### config.mk
export PLATFORM = sky130hd
export DESIGN_NAME = change_return_sequencer
export DESIGN_NICKNAME = d
export VERILOG_FILES = /design/src/rtl/change_return_sequencer_pkg.sv /design/src/rtl/change_return_sequencer_coin_selector.sv /design/src/rtl/change_return_sequencer.sv
export SDC_FILE = /design/constraint.sdc
export NUM_CORES = 1
export LEC_CHECK = 0
export ABC_AREA = 1
export CAP_MARGIN = 20
export CORE_MARGIN = 2
export CORE_UTILIZATION = 55
export CTS_BUF_LIST = sky130_fd_sc_hd__clkbuf_16
export CTS_CLUSTER_DIAMETER = 150
export DETAILED_ROUTE_END_ITERATION = 8
export PLACE_DENSITY = 0.84
export SETUP_SLACK_MARGIN = 0.3
export SKIP_CTS_REPAIR_TIMING = 1
export SYNTH_ARGS = -nofsm -noshare
export SYNTH_HDL_FRONTEND = slang
export SYNTH_SLANG_ARGS = --single-unit
### constraint.sdc
create_clock -name clk -period 3.5 [get_ports clk]
set_clock_uncertainty 0.15 [all_clocks]
set_input_delay 0.7 -clock clk [delete_from_list [all_inputs] [get_ports clk]]
set_output_delay 0.7 -clock clk [all_outputs]
set_load 0.02 [all_outputs]
### src/rtl/change_return_sequencer_pkg.sv
`default_nettype none
// ============================================================================
//  Module      : change_return_sequencer_pkg
//  Description : Shared sizes, coin values, timer reload and FSM encodings for
//                the vending machine change-return sequencer.
//  Revision    : 1.0 - initial release
// ============================================================================
package change_return_sequencer_pkg;

    localparam int kNumCoins  = 3;
    localparam int kNumItems  = 4;
    localparam int kTotalBits = 16;

    localparam int kWaitTime  = 10;
    localparam int kCoinVal0  = 100;
    localparam int kCoinVal1  = 500;
    localparam int kCoinVal2  = 1000;

    localparam logic [1:0] kStIdle   = 2'd0;
    localparam logic [1:0] kStWait   = 2'd1;
    localparam logic [1:0] kStReturn = 2'd2;
    localparam logic [1:0] kStDone   = 2'd3;

endpackage : change_return_sequencer_pkg
`default_nettype wire

### src/rtl/change_return_sequencer_coin_selector.sv
`default_nettype none
// ============================================================================
//  Module      : change_return_sequencer_coin_selector
//  Description : Combinational picker of the largest coin not exceeding the
//                remaining balance. Returns zero when no coin fits.
//  Ports       : i_rem   - remaining balance to pay out
//                o_coin  - one-hot coin index (0 when nothing fits)
//                o_value - value of the selected coin (0 when nothing fits)
//  Revision    : 1.0 - initial release
// ============================================================================
module change_return_sequencer_coin_selector
    import change_return_sequencer_pkg::*;
#(
    parameter int COIN_VAL_0 = kCoinVal0,
    parameter int COIN_VAL_1 = kCoinVal1,
    parameter int COIN_VAL_2 = kCoinVal2
) (
    input  logic [kTotalBits-1:0] i_rem,
    output logic [kNumCoins-1:0]  o_coin,
    output logic [kTotalBits-1:0] o_value
);

    localparam logic [kTotalBits-1:0] c_val_0 = kTotalBits'(COIN_VAL_0);
    localparam logic [kTotalBits-1:0] c_val_1 = kTotalBits'(COIN_VAL_1);
    localparam logic [kTotalBits-1:0] c_val_2 = kTotalBits'(COIN_VAL_2);

    always_comb begin
        o_coin  = '0;
        o_value = '0;
        if (i_rem >= c_val_2) begin
            o_coin  = 3'b100;
            o_value = c_val_2;
        end else if (i_rem >= c_val_1) begin
            o_coin  = 3'b010;
            o_value = c_val_1;
        end else if (i_rem >= c_val_0) begin
            o_coin  = 3'b001;
            o_value = c_val_0;
        end
    end

endmodule : change_return_sequencer_coin_selector
`default_nettype wire

### src/rtl/change_return_sequencer.sv
`default_nettype none
// ============================================================================
//  Module      : change_return_sequencer
//  Description : Vending transaction controller. Tracks customer inactivity,
//                decides when a transaction ends, pays the balance out one
//                coin per cycle (largest first) and then pulses a clear.
//  Ports       : clk, reset_n (async, active low)
//                i_input_coin     - one-hot coin inserted this cycle
//                i_select_item    - one-hot item request this cycle
//                i_trigger_return - customer return request
//                current_total    - live balance from the balance stage
//                o_return_changes - high in RETURN/DONE
//                o_return_coin    - one-hot coin paid out this cycle
//                o_clear_total    - one-cycle balance clear pulse
//                o_reject_coin    - echo of coins inserted during payout
//                o_residue        - sticky: last payout left a residue
//                o_busy           - controller not idle
//  Revision    : 1.0 - initial release
// ============================================================================
module change_return_sequencer
    import change_return_sequencer_pkg::*;
#(
    parameter int WAIT_TIME  = kWaitTime,
    parameter int COIN_VAL_0 = kCoinVal0,
    parameter int COIN_VAL_1 = kCoinVal1,
    parameter int COIN_VAL_2 = kCoinVal2
) (
    input  logic                  clk,
    input  logic                  reset_n,
    input  logic [kNumCoins-1:0]  i_input_coin,
    input  logic [kNumItems-1:0]  i_select_item,
    input  logic                  i_trigger_return,
    input  logic [kTotalBits-1:0] current_total,
    output logic                  o_return_changes,
    output logic [kNumCoins-1:0]  o_return_coin,
    output logic                  o_clear_total,
    output logic [kNumCoins-1:0]  o_reject_coin,
    output logic                  o_residue,
    output logic                  o_busy
);

    localparam int                   c_timer_w   = $clog2(WAIT_TIME + 1);
    localparam logic [c_timer_w-1:0] c_wait_load = c_timer_w'(WAIT_TIME);
    localparam logic [c_timer_w-1:0] c_timer_one = c_timer_w'(1);

    logic [1:0]            r_state_q,   w_state_d;
    logic [c_timer_w-1:0]  r_timer_q,   w_timer_d;
    logic [kTotalBits-1:0] r_rem_q,     w_rem_d;
    logic                  r_residue_q, w_residue_d;
    logic [kNumCoins-1:0]  r_coin_q,    w_coin_d;
    logic [kNumCoins-1:0]  r_reject_q,  w_reject_d;
    logic                  r_clear_q,   w_clear_d;
    logic                  r_retchg_q,  w_retchg_d;
    logic                  r_busy_q,    w_busy_d;

    logic [kNumCoins-1:0]  w_sel_coin;
    logic [kTotalBits-1:0] w_sel_value;
    logic                  w_coin_in;
    logic                  w_activity;

    change_return_sequencer_coin_selector #(
        .COIN_VAL_0 (COIN_VAL_0),
        .COIN_VAL_1 (COIN_VAL_1),
        .COIN_VAL_2 (COIN_VAL_2)
    ) u_coin_selector (
        .i_rem   (r_rem_q),
        .o_coin  (w_sel_coin),
        .o_value (w_sel_value)
    );

    assign w_coin_in  = |i_input_coin;
    assign w_activity = w_coin_in | (|i_select_item);

    always_comb begin
        w_state_d   = r_state_q;
        w_timer_d   = r_timer_q;
        w_rem_d     = r_rem_q;
        w_residue_d = r_residue_q;
        w_coin_d    = '0;
        w_reject_d  = '0;
        case (r_state_q)
            kStIdle: begin
                if (w_coin_in) begin
                    w_state_d   = kStWait;
                    w_timer_d   = c_wait_load;
                    w_residue_d = 1'b0;
                end
            end
            kStWait: begin
                // Trigger wins over timeout, timeout over exact purchase,
                // exact purchase over a timer reload.
                if (i_trigger_return || (!w_activity && r_timer_q == c_timer_one)) begin
                    w_state_d = kStReturn;
                    w_rem_d   = current_total;
                    w_timer_d = '0;
                end else if (current_total == '0 && !w_coin_in) begin
                    w_state_d = kStIdle;
                    w_timer_d = '0;
                end else if (w_activity) begin
                    w_timer_d = c_wait_load;
                end else if (r_timer_q != '0) begin
                    w_timer_d = r_timer_q - c_timer_one;
                end
            end
            kStReturn: begin
                w_reject_d = i_input_coin;
                if (r_rem_q == '0) begin
                    w_state_d = kStDone;
                end else if (w_sel_coin == '0) begin
                    // Sub-coin residue cannot be paid; flag it and drop it.
                    w_state_d   = kStDone;
                    w_residue_d = 1'b1;
                    w_rem_d     = '0;
                end else begin
                    w_coin_d = w_sel_coin;
                    w_rem_d  = r_rem_q - w_sel_value;
                end
            end
            kStDone: begin
                w_reject_d = i_input_coin;
                w_state_d  = kStIdle;
            end
            default: begin
                w_state_d = kStIdle;
            end
        endcase

        // Status outputs are registered from the next state so they line up
        // with the state register itself.
        w_clear_d  = (w_state_d == kStDone);
        w_retchg_d = (w_state_d == kStReturn) || (w_state_d == kStDone);
        w_busy_d   = (w_state_d != kStIdle);
    end

    always_ff @(posedge clk or negedge reset_n) begin
        if (!reset_n) begin
            r_state_q   <= kStIdle;
            r_timer_q   <= '0;
            r_rem_q     <= '0;
            r_residue_q <= 1'b0;
            r_coin_q    <= '0;
            r_reject_q  <= '0;
            r_clear_q   <= 1'b0;
            r_retchg_q  <= 1'b0;
            r_busy_q    <= 1'b0;
        end else begin
            r_state_q   <= w_state_d;
            r_timer_q   <= w_timer_d;
            r_rem_q     <= w_rem_d;
            r_residue_q <= w_residue_d;
            r_coin_q    <= w_coin_d;
            r_reject_q  <= w_reject_d;
            r_clear_q   <= w_clear_d;
            r_retchg_q  <= w_retchg_d;
            r_busy_q    <= w_busy_d;
        end
    end

    assign o_return_changes = r_retchg_q;
    assign o_return_coin    = r_coin_q;
    assign o_clear_total    = r_clear_q;
    assign o_reject_coin    = r_reject_q;
    assign o_residue        = r_residue_q;
    assign o_busy           = r_busy_q;

endmodule : change_return_sequencer
`default_nettype wire

## Word level (Yosys, flattened, before mapping)

Cells that the tools add are included.

- Register bits after elaboration: 32
- Bits of input ports: 26
- Output and inout port bits: 10
- Word-level logic and storage cells: 77

- Add/subtract/negate cells: 2
- Magnitude comparators: 3
- Eq/ne operators: 11
- Multiplexer cells: 30
- Bitwise gates (word level): 1
- Reductions and logical operators: 21

Operators with widths:

| operator | number |
|---|---|
| $mux 16 | 5 |
| $logic_not 16->1 | 2 |
| $pmux 16 s2 | 1 |
| $mux 4 | 5 |
| $mux 3 | 6 |
| $ge 16x10->1 const B | 1 |
| $ge 16x7->1 const B | 1 |
| $ge 16x9->1 const B | 1 |
| $sub 16x16->16 | 1 |
| $mux 2 | 5 |
| $eq 2x2->1 const B | 4 |
| $ne 2x2->1 const B | 4 |
| $pmux 2 s4 | 1 |
| $pmux 4 s2 | 1 |
| $reduce_bool 2->1 | 4 |
| $mux 7 | 1 |
| $reduce_and 3->1 | 2 |
| $ne 5x5->1 const B | 1 |
| $eq 4x1->1 const B | 1 |
| $mux 1 | 4 |
| $reduce_and 4->1 | 1 |
| $reduce_bool 4->1 | 1 |
| $reduce_or 4->1 | 1 |
| $sub 4x1->4 const B | 1 |
| 10 further kinds | 13 |

## Longest topological paths before layout

Gate-level depths: netlist (run 1).

- Word-level depth: 10
- Mapped depth: 19
- Mapped depth without buffers: 19

## Cells and area by module

Synthesis (run 1) repeated with hierarchy kept, for this count alone.

- Cell total of the unflattened synthesis: 479
- Area, all modules: 2965.3 sq um

By module, submodules not included:

| module | instances | cells each | area an instance (sq um) | sequential area each (sq um) |
|---|---|---|---|---|
| change_return_sequencer | 1 | 429 | 2696.3 | 800.8 |
| change_return_sequencer_coin_selector | 1 | 50 | 269.0 | 0.0 |

## Least setup slack after synthesis (run 1)

Ideal clock, no wire load.

- Path kind: reg-to-reg
- Start: reg r_rem_q[11]
- End: reg r_rem_q[10]
- Library setup time: 0.126 ns
- Arrival: 2.278 ns
- Data required time: 3.224 ns
- Path slack: 0.946 ns
- Cell stages (with the launch flop): 19
- Path buffers: 0
- Period minus slack after synthesis: 2.554 ns
- Path through: dfrtp_1 nor2_2 nand2_1 nor2_1 nand3_1 nand2_1 inv_1 ha_1 fa_1 inv_1 nand2_1 nand2_1 nand3_1 nand3_1 nand2_1 nand2_1 nand2_1 nand2_1 o21ai_0

- Word-level cells in the longest chain between the ends: 8
- Elaborated cells between the ends (all ways): 17
- Those cells by class: add/sub (1); order compare (3); eq/ne (1); mux (9); reduce/logical (3)

RTL lines:

| what | RTL line | text |
|---|---|---|
| start, declared | change_return_sequencer.sv:48 | `logic [kTotalBits-1:0] r_rem_q, w_rem_d;` |
| start signal, assigned | change_return_sequencer.sv:149 | `r_rem_q <= w_rem_d;` |
| $ge 16x7->1 | change_return_sequencer_coin_selector.sv:36 | `end else if (i_rem >= c_val_0) begin` |
| $mux 7 / $mux 1 (equally long branches) | change_return_sequencer_coin_selector.sv:36 |  |
| $mux 16 / $mux 3 (equally long branches) | change_return_sequencer_coin_selector.sv:33 | `end else if (i_rem >= c_val_1) begin` |
| $mux 16 / $mux 3 (equally long branches) | change_return_sequencer_coin_selector.sv:30 | `if (i_rem >= c_val_2) begin` |
| $sub 16x16->16 / $logic_not 3->1 (equally long branches) | change_return_sequencer.sv:116, change_return_sequencer.sv:109 |  |
| $mux 16 | change_return_sequencer.sv:109 | `end else if (w_sel_coin == '0) begin` |
| $mux 16 | change_return_sequencer.sv:107 | `if (r_rem_q == '0) begin` |
| $pmux 16 s2 | change_return_sequencer.sv:81 | `case (r_state_q)` |

Several ways; a longest one is shown, not always the timed one. The select of a mux whose other input is x is not followed.
A chain may end at the register's enable or synchronous reset.

## Worst setup path in the final report (run 1)

Ends and elaborated chain as after synthesis.

==> impl_metrics.yaml, run 1 <==
critical_path:
  critPathRequiredTime_ns: 3.49
  critical_path_start_type: "flop"
  crit_fanout: 6
  critPathArrivalTime_ns: 2.92
  cp_cell_sequence: "nor2_2 > nand2_1 > nor2_1 > nand3_2 > nand2_1 > inv_1 > ha_1 > fa_1 > inv_1 > nand2_1 > nand2_1 > nand3_1 > nand3_1 > nand2_1 > nand2_1 > nand2_1 > nand2_1 > o21ai_0"
  worst_path_largest_cell_delay_ns: 0.43
  slowest_stage: "dfrtp_1"
  critical_path.top_delay_family: "simple AND/OR/NAND/NOR gates"
  crit_buf_inv: 2
  crit_path_frequent_cell: "nand2_1"
  timing_worst_setup_path_type: "reg2reg"
  timing.critical_path.to_type: "flop"
logic_synthesis:
  synthFlopType: "dfrtp_1"
  ys_seq_elements: 31
  synthesis.area_um2: 2440
  synth.top_cell.area_share_pct: 31.8
  post_syn_nets: 429
  async_flop_share_pct: 100
  mean_post_synth_cell_area_um2: 6.24
  edff_count_synth: 0
  post_synthesis_cell_type_with_the_largest_combined_area: "dfrtp_1"
  postSynthCellCount: 391
  ys_seq_area_share_pct: 31.8
  synth_commonest_cells: "117 x nand2_1, 71 x inv_1, 65 x nor2_1"
  yosysMostFrequentCell: "nand2_1"
  synth-warning-count: 0
  yosys.cell_types.count: 27
  synth.area.top_cells: "dfrtp_1 32%, nand2_1 18%, inv_1 11%, nor2_1 10%, nand3_1 6.6%"
floorplan:
  initial_utilization_pct: 56.5
  placement_rows: 24
  ioPinCount: 36
  die_area_um2: 4990
  chipHeight_um: 70.6
  dieWidth_um: 70.6
  placeableCoreArea_um2: 4320
clock_network:
  tritoncts: "yes"
  worstSkewPairLatency_ns: 0.28
  clk_pin_slew_ns: 0.05
  ctsRootBufferMaster: "clkbuf_16"
  cts_made_buffers: 5
  clock_tree.buffer_depth: 2
  htreeDepth: 2
  numClockSinks: 31
sta:
  finalCritPeriodShare_pct: 83.6
  setup-violations-final: 0
  count_of_pins_over_their_slew_limit: 0
  layout_min_cycle_time_ns: 2.93
  max_freq_mhz: 342
  setup-tns-final_ns: 0
  final_hold_violations: 0
  tightest_slew_ns: 0.443
  slew_headroom_pct: 70.4
  grt_setup_unrepaired: "false"
global_route:
  globalRouteOverflowTotal: 0
  globalRouteMet3Util_pct: 4.56
  grt_use_met1_pct: 34.6
  number_of_global_route_vias_before_repair: 2434
  grt.busiest_layer: "met2"
  antenna_found_initial: 0
  gr-usage-all-layers_pct: 26.9
  grt_first_pass_wirelength_mm: 10.8
  largest_net_degree_at_the_start_of_global_routing: 32
  met2_usage_in_global_routing_pct: 46.9
routing:
  wl_per_cell_um: 13.0
  drt-vias-per-instance: 5.25
  detail_route.iter0.violations: 188
  detailroute.via_count: 2529
  detail_route.wirelength_mm: 6.27
  route.detailed.drc: 0
  antenna_left: 0
  detailedRoute.firstPassIterationCount: 4
finish:
  multiInputGateArea_um2: 1360
  fill_cells: 391
  post_route_cells_drive_above_1_share_pct: 4.42
  nNetsFinal: 469
  final-seq-area_um2: 776
  post_layout_cell_count: 482
  num_antenna_cells: 0
  syn2layout_area_growth_pct: 21.7
placement:
  io_buffers: 35
  placedCellCount: 476
  gpl.final_weighted_congestion: 0.884
  place_hpwl_mm: 4.77
flow_run:
  drv.max_cap_violation_count: 0
power:
  report.power.total_mw: 2.18
  power.density_cell_area_nw_per_um2: 733
  clockPowerShare_pct: 18.1
  internal_power_mw: 1.15
  peakVddDrop_v: 0.000430
  leakage_nw: 1.63
  comb_power_share_pct: 52.2
  switchingPower_mw: 1.02
  swShare_pct: 47.0
  seq_power_share_pct: 29.7
worst_hold_path:
  hold_path_class: "reg2reg"
outcome:
  status: "finished clean"
[layout by cell type, fill, tap and decap left out, drive strengths merged]
cell,count
nand2,120
inv,76
nor2,69
clkdlybuf4s50,35
nand3,32
dfrtp,31
o21ai,16
ha,11
a21oi,10
nand4,8
clkbuf,5
xor2,4
a31oi,2
nor3,2
nand3b,2
a211oi,1
nor3b,1
xnor2,1
or2,1
o22ai,1
fa,1
buf,1
[path summary, 6_finish.rpt]
kind,end,slack [ns],start,cells after the start
worst max register to register,r_rem_q[10]$_DFFE_PN0P_,0.57,r_rem_q[11]$_DFFE_PN0P_,18
worst max-delay path,r_rem_q[10]$_DFFE_PN0P_,0.57,r_rem_q[11]$_DFFE_PN0P_,18
max in group asynchronous,o_reject_coin[2]$_DFF_PN0_,2.24,reset_n,2
worst min-delay path,r_rem_q[0]$_DFFE_PN0P_,0.33,r_rem_q[0]$_DFFE_PN0P_,2
worst min register to register,r_rem_q[0]$_DFFE_PN0P_,0.33,r_rem_q[0]$_DFFE_PN0P_,2
min in group asynchronous,r_timer_q[0]$_DFFE_PN0P_,0.67,reset_n,2
[layer usage]
metal	up-vias	routed length (µm)	share of wire [%]
met1	1157	2730	43
met2	79	3080	49
met5	-	0	0
li1	1281	-	-
met3	12	335	5.3
met4	0	127	2.0
[flip-flops by register name, summed over array words and instances, names as in the netlist]
register and cells:
o_residue 1, r_rem_q 16, o_busy 1, o_reject_coin 3, r_state_q 1, o_clear_total 1, r_timer_q 4, o_return_coin 3
o_return_changes 1
[power groups by stage]
stage | clock (mW) | combinational (mW) | sequential [mW]
2_1_floorplan | 0 | 0.834 | 0.638
3_3_place_gp | 0 | 1.08 | 0.639
3_5_place_dp | 0 | 1.10 | 0.643
4_1_cts | 0.398 | 1.13 | 0.641
5_1_grt | 0.412 | 1.29 | 0.663
6_report | 0.394 | 1.14 | 0.647
[worst register-to-register path, stage by stage (launching register included)]
cell     delay, ns
dfrtp_1       0.43
nor2_2        0.19
nand2_1       0.07
nor2_1        0.22
nand3_2       0.17
nand2_1       0.09
inv_1         0.04
ha_1          0.19
fa_1          0.41
inv_1         0.09
nand2_1       0.05
nand2_1       0.08
nand3_1       0.20
nand3_1       0.15
nand2_1       0.06
nand2_1       0.05
nand2_1       0.04
nand2_1       0.04
o21ai_0       0.07
[cell families (layout without fill, tap and decap cells)]
family	count (synthesis)	count (layout)	share of synthesized area, %
XOR/XNOR	5	5	1.79
AO/OA/AOI/OAI	30	30	6.41
buffers and inverters	78	117	12.8
AND/OR/NAND/NOR	235	235	40.8
flip-flops	31	31	31.8
adder cells (fa/ha/maj)	12	12	6.46
[through the flow]
stage / area [µm²] / utilization [%] / setup WS (ns) / hold WS, ns
after detailed placement: 2840 / 65.6 / 0.583 / 0.327
after CTS: 2970 / 68.6 / 0.568 / 0.340
after floorplan: 2440 / - / 0.946 / 0.254
after global placement: 2840 / 65.6 / 0.703 / 0.308
final: 2970 / 68.7 / 0.574 / 0.334
after global routing: 2970 / 68.7 / 0.332 / 0.353
[area by class of cell]
| cell class | count | area share, % |
|---|---|---|
| Clock inverter | 1 | 0.126 |
| Inverter | 75 | 9.56 |
| Timing Repair Buffer | 36 | 12.0 |
| Clock buffer | 5 | 4.21 |
| Multi-Input combinational cell | 282 | 45.7 |
| Tap cell | 52 | 2.19 |
| Sequential cell | 31 | 26.1 |
No activity file was read; power rests on OpenSTA's default activity.
==> run 2: changes to the inputs <==
- CORE_UTILIZATION: 55 -> 49
- PLACE_DENSITY: 0.84 -> 0.79
- clock period: 3.5 -> 2.65 ns (I/O delays scaled with it)
==> impl_metrics.yaml, run 2 (synthesis gave the netlist of run 1 again) <==
routing:
  detail_route.iter0.violations: 214
  wl_per_cell_um: 12.5
  detailroute.via_count: 2666
  antenna_left: 0
  route.detailed.drc: 0
  detailedRoute.firstPassIterationCount: 4
  drt-vias-per-instance: 5.18
  detail_route.wirelength_mm: 6.44
sta:
  layout_min_cycle_time_ns: 2.52
  count_of_pins_over_their_slew_limit: 0
  whs_ns: 0.336
  max_freq_mhz: 397
  timing.final.ws_setup_ns: 0.131
  final_hold_violations: 0
  setup-violations-final: 0
  tightest_slew_ns: 0.392
  slew_headroom_pct: 73.9
  setup-tns-final_ns: 0
  finalCritPeriodShare_pct: 95.0
  grt_setup_unrepaired: "true"
clock_network:
  numClockSinks: 31
  worstSkewPairLatency_ns: 0.28
  tritoncts: "yes"
  clk_pin_slew_ns: 0.05
  clock_tree.buffer_depth: 2
  ctsRootBufferMaster: "clkbuf_16"
  cts_made_buffers: 5
  htreeDepth: 2
finish:
  mostFrequentLayoutCell: "nand2_1"
  num_antenna_cells: 0
  fill_cells: 434
  reg.largest.list: "r_rem_q (16), r_timer_q (4)"
  largest_register_ffs: 16
  post_layout_cell_count: 515
  most_frequent_cells_in_the_layout: "103 x nand2_1, 70 x inv_1, 60 x nor2_1"
  nNetsFinal: 485
  post_route_cells_drive_above_1_share_pct: 17.2
  syn2layout_area_growth_pct: 36.4
  max_flop_register: "r_rem_q"
placement:
  placedCellCount: 502
  gpl.final_weighted_congestion: 0.921
  io_buffers: 35
  place_hpwl_mm: 4.91
  post-place-ws_ns: 0.0708
floorplan:
  initial_utilization_pct: 51.3
  placement_rows: 25
  die_area_um2: 5560
  placeableCoreArea_um2: 4750
  ioPinCount: 36
  chipHeight_um: 74.6
  dieWidth_um: 74.6
global_route:
  largest_net_degree_at_the_start_of_global_routing: 32
  number_of_global_route_vias_before_repair: 2353
  globalRouteOverflowTotal: 0
  gr-usage-all-layers_pct: 24.2
  grt_first_pass_wirelength_mm: 10.3
  antenna_found_initial: 0
flow_run:
  drv.max_cap_violation_count: 0
critical_path:
  critical_path_start_type: "flop"
  crit_fanout: 3
  crit_path_frequent_cell: "nand2_1"
  cp_cell_sequence: "nor2_2 > nand2_2 > nor2_4 > nand3_4 > nand2_1 > inv_1 > ha_2 > fa_2 > inv_2 > nand2_2 > nand2_2 > nand2_1 > xor2_1 > o22ai_1 > nand2_1 > nand2_1"
  worst_path_largest_cell_delay_ns: 0.40
  timing.critical_path.to_type: "flop"
  slowest_stage: "dfrtp_1"
  timing_worst_setup_path_type: "reg2reg"
  critPathArrivalTime_ns: 2.53
  critPathRequiredTime_ns: 2.66
power:
  peakVddDrop_v: 0.000685
  power.density_cell_area_nw_per_um2: 976
  leakage_nw: 1.73
outcome:
  status: "finished clean"
worst_hold_path:
  hold_path_class: "reg2reg"
## run 2: final cells by class
type                    count  area (µm²)  area share, %
repair buffers             52         494           14.8
well taps                  67        83.8           2.52
clock inverters             3        16.3          0.488
flip-flops and latches     31         779           23.4
inverters                  75         284           8.53
clock buffers               5         125           3.76
multi-input cells         282        1550           46.5
## run 2: critical path: cells and delay by family (launching register included)
kind / cells / cell delay, ns
fa+ha+maj: 2 / 0.52
flops: 1 / 0.40
xor+xnor: 1 / 0.19
compound gates: 1 / 0.10
buf+inv: 2 / 0.12
simple gates: 10 / 0.94
## run 2: report_power, final
group	switching (mW)	internal (mW)	total, mW
Sequential	0.198	0.660	0.857
Combinational	1.12	0.739	1.85
Clock	0.197	0.342	0.539
Total	1.51	1.74	3.25
## run 2: metrics by stage
stage	total power [mW]	utilization (%)	cell area (µm²)
after floorplan	1.96	-	2460
after global placement	2.43	62.6	2970
after detailed placement	2.46	62.6	2970
after CTS	3.01	65.5	3120
after global routing	3.52	70.1	3330
final	3.25	70.1	3330
## run 2: layer usage
layer | track usage, % | wire, µm | vias to the layer above
met5 | 0 | 0 | -
met1 | 32.1 | 2770 | 1274
li1 | - | - | 1315
met3 | 3.93 | 267 | 10
met4 | 7.74 | 95 | 0
met2 | 40.7 | 3310 | 67
## run 2: worst paths after layout
| path | cells after the start | end | slack (ns) | start |
|---|---|---|---|---|
| min in group asynchronous | 2 | o_reject_coin[0]$_DFF_PN0_ | 0.49 | reset_n |
| setup reg to reg | 16 | r_rem_q[6]$_DFFE_PN0P_ | 0.13 | r_rem_q[15]$_DFFE_PN0P_ |
| hold / removal | 2 | r_timer_q[1]$_DFFE_PN0P_ | 0.34 | r_timer_q[1]$_DFFE_PN0P_ |
| hold reg to reg | 2 | r_timer_q[1]$_DFFE_PN0P_ | 0.34 | r_timer_q[1]$_DFFE_PN0P_ |
| max in group asynchronous | 2 | r_rem_q[4]$_DFFE_PN0P_ | 1.54 | reset_n |
| setup / recovery | 16 | r_rem_q[6]$_DFFE_PN0P_ | 0.13 | r_rem_q[15]$_DFFE_PN0P_ |
==> run 3: changes to the inputs <==
- REMOVE_ABC_BUFFERS: not set -> 1
==> impl_metrics.yaml, run 3 (synthesis gave the netlist of run 1 again) <==
sta:
  setup-violations-final: 5
  grt_setup_unrepaired: "true"
  layout_min_cycle_time_ns: 2.85
  max_freq_mhz: 351
  timing.final.ws_setup_ns: -0.196
  final_hold_violations: 0
  whs_ns: 0.336
  tightest_slew_ns: 0.423
  slew_headroom_pct: 71.8
  count_of_pins_over_their_slew_limit: 0
  finalCritPeriodShare_pct: 107
placement:
  placement.cell_area_um2: 2980
  gpl.final_weighted_congestion: 0.929
  place_hpwl_mm: 4.93
  io_buffers: 35
  placedCellCount: 507
global_route:
  grt_first_pass_wirelength_mm: 10.9
  globalRouteOverflowTotal: 0
  antenna_found_initial: 0
  gr-usage-all-layers_pct: 25.5
  largest_net_degree_at_the_start_of_global_routing: 32
  number_of_global_route_vias_before_repair: 2490
critical_path:
  worst_path_largest_cell_delay_ns: 0.42
  timing.critical_path.to_type: "flop"
  critical_path_start_type: "flop"
  timing.critical_path.from: "r_rem_q[10]$_DFFE_PN0P_"
  r2r_path_start: "r_rem_q[10]$_DFFE_PN0P_"
  crit_path_frequent_cell: "nand2_1"
  crit_fanout: 6
  timing_worst_setup_path_type: "reg2reg"
  critPathRequiredTime_ns: 2.70
  cp_cell_sequence: "nor2_4 > nand2_2 > nor2_4 > nand3_4 > nand2_2 > inv_2 > ha_4 > fa_2 > inv_2 > nand2_2 > nand2_4 > nand3_4 > nand2_2 > nand2_1 > nand2_1 > nand2_1 > nand2_1 > nand2_1 > o21ai_1"
  slowest_stage: "dfrtp_1"
  critical_path.top_delay_family: "simple AND/OR/NAND/NOR gates"
  crit_buf_inv: 2
  critPathArrivalTime_ns: 2.89
finish:
  reg.largest.list: "r_rem_q (16), r_timer_q (4)"
  mostFrequentLayoutCell: "nand2_1"
  nNetsFinal: 503
  most_frequent_cells_in_the_layout: "94 x nand2_1, 65 x inv_1, 56 x nor2_1"
  post_route_cells_drive_above_1_share_pct: 27.5
  fill_cells: 345
  syn2layout_area_growth_pct: 50.3
  max_flop_register: "r_rem_q"
  final_core_utilization_pct: 77.2
  num_antenna_cells: 0
  largest_register_ffs: 16
  post_layout_cell_count: 532
  final_area_um2: 3670
clock_network:
  worstSkewPairLatency_ns: 0.28
  cts_made_buffers: 5
  numClockSinks: 31
  clock_tree.buffer_depth: 2
  htreeDepth: 2
  ctsRootBufferMaster: "clkbuf_16"
  clk_pin_slew_ns: 0.05
  tritoncts: "yes"
outcome:
  status: "complete, but fails checks"
  violations_in_the_final_reports: "negative setup slack"
routing:
  wl_per_cell_um: 16.7
  detailedRoute.firstPassIterationCount: 5
  drt-vias-per-instance: 5.62
  detail_route.wirelength_mm: 8.90
  route.detailed.drc: 0
  detailroute.via_count: 2991
  detail_route.iter0.violations: 243
  antenna_left: 0
power:
  comb_power_share_pct: 62.8
  leakage_nw: 1.84
  power.density_cell_area_nw_per_um2: 1030
  report.power.total_mw: 3.78
  swShare_pct: 49.4
  peakVddDrop_v: 0.000612
  switchingPower_mw: 1.87
  seq_power_share_pct: 23.0
  internal_power_mw: 1.91
  clockPowerShare_pct: 14.2
worst_hold_path:
  hold_path_class: "reg2reg"
  timing.hold.worst.start: "r_rem_q[0]$_DFFE_PN0P_"
floorplan:
  placeableCoreArea_um2: 4750
  ioPinCount: 36
  dieWidth_um: 74.6
  placement_rows: 25
  die_area_um2: 5560
  chipHeight_um: 74.6
  initial_utilization_pct: 51.3
flow_run:
  drv.max_cap_violation_count: 0
## run 3: worst paths after layout
| kind | end | slack [ns] | cells past startpoint |
|---|---|---|---|
| hold reg to reg | r_rem_q[0]$_DFFE_PN0P_ | 0.34 | 2 |
| setup reg to reg | r_rem_q[10]$_DFFE_PN0P_ | -0.20 | 19 |
| hold / removal | r_rem_q[0]$_DFFE_PN0P_ | 0.34 | 2 |
| min in group asynchronous | o_reject_coin[2]$_DFF_PN0_ | 0.50 | 2 |
| setup / recovery | r_rem_q[10]$_DFFE_PN0P_ | -0.20 | 19 |
| max in group asynchronous | r_rem_q[6]$_DFFE_PN0P_ | 1.52 | 2 |
## run 3: power by group through the flow
stage / clock network, mW / registers [mW] / logic [mW]
3_3_place_gp: 0 / 0.809 / 1.57
6_report: 0.537 / 0.869 / 2.37
2_1_floorplan: 0 / 0.843 / 1.05
3_5_place_dp: 0 / 0.817 / 1.61
5_1_grt: 0.563 / 0.880 / 2.55
4_1_cts: 0.539 / 0.812 / 1.63
## run 3: area by class of cell
| class | count | area, µm² | area share, % |
|---|---|---|---|
| Multi-Input combinational cell | 283 | 1760 | 48.0 |
| Timing Repair Buffer | 69 | 617 | 16.8 |
| Clock buffer | 5 | 125 | 3.41 |
| Inverter | 75 | 292 | 7.95 |
| Tap cell | 67 | 83.8 | 2.29 |
| Clock inverter | 2 | 8.76 | 0.239 |
| Sequential cell | 31 | 782 | 21.3 |
## run 3: metal layers
layer  track usage [%]  vias to the layer above  routed length, µm
li1                  -                     1350                  -
met1              32.1                     1378               3270
met2              44.4                      202               4460
met3              4.34                       61                600
met4              8.53                        0                558
met5                 0                        -                  0
## run 3: per-stage QoR
step / setup WS [ns] / TNS, ns
5_1_grt: -0.272 / -1.12
3_5_place_dp: -0.0207 / -0.0230
4_1_cts: -0.137 / -0.563
6_report: -0.196 / -0.484
2_1_floorplan: 0.0881 / 0
3_3_place_gp: 0.00355 / 0
## run 3: worst reg2reg max path, cell delays in order (launching register included)
cell and delay [ns]:
dfrtp_1 0.42, nor2_4 0.21, nand2_2 0.11, nor2_4 0.17, nand3_4 0.10, nand2_2 0.08
inv_2 0.04, ha_4 0.16, fa_2 0.41, inv_2 0.08, nand2_2 0.07, nand2_4 0.09
nand3_4 0.13, nand2_2 0.09, nand2_1 0.06, nand2_1 0.07, nand2_1 0.05, nand2_1 0.10
nand2_1 0.07, o21ai_1 0.10
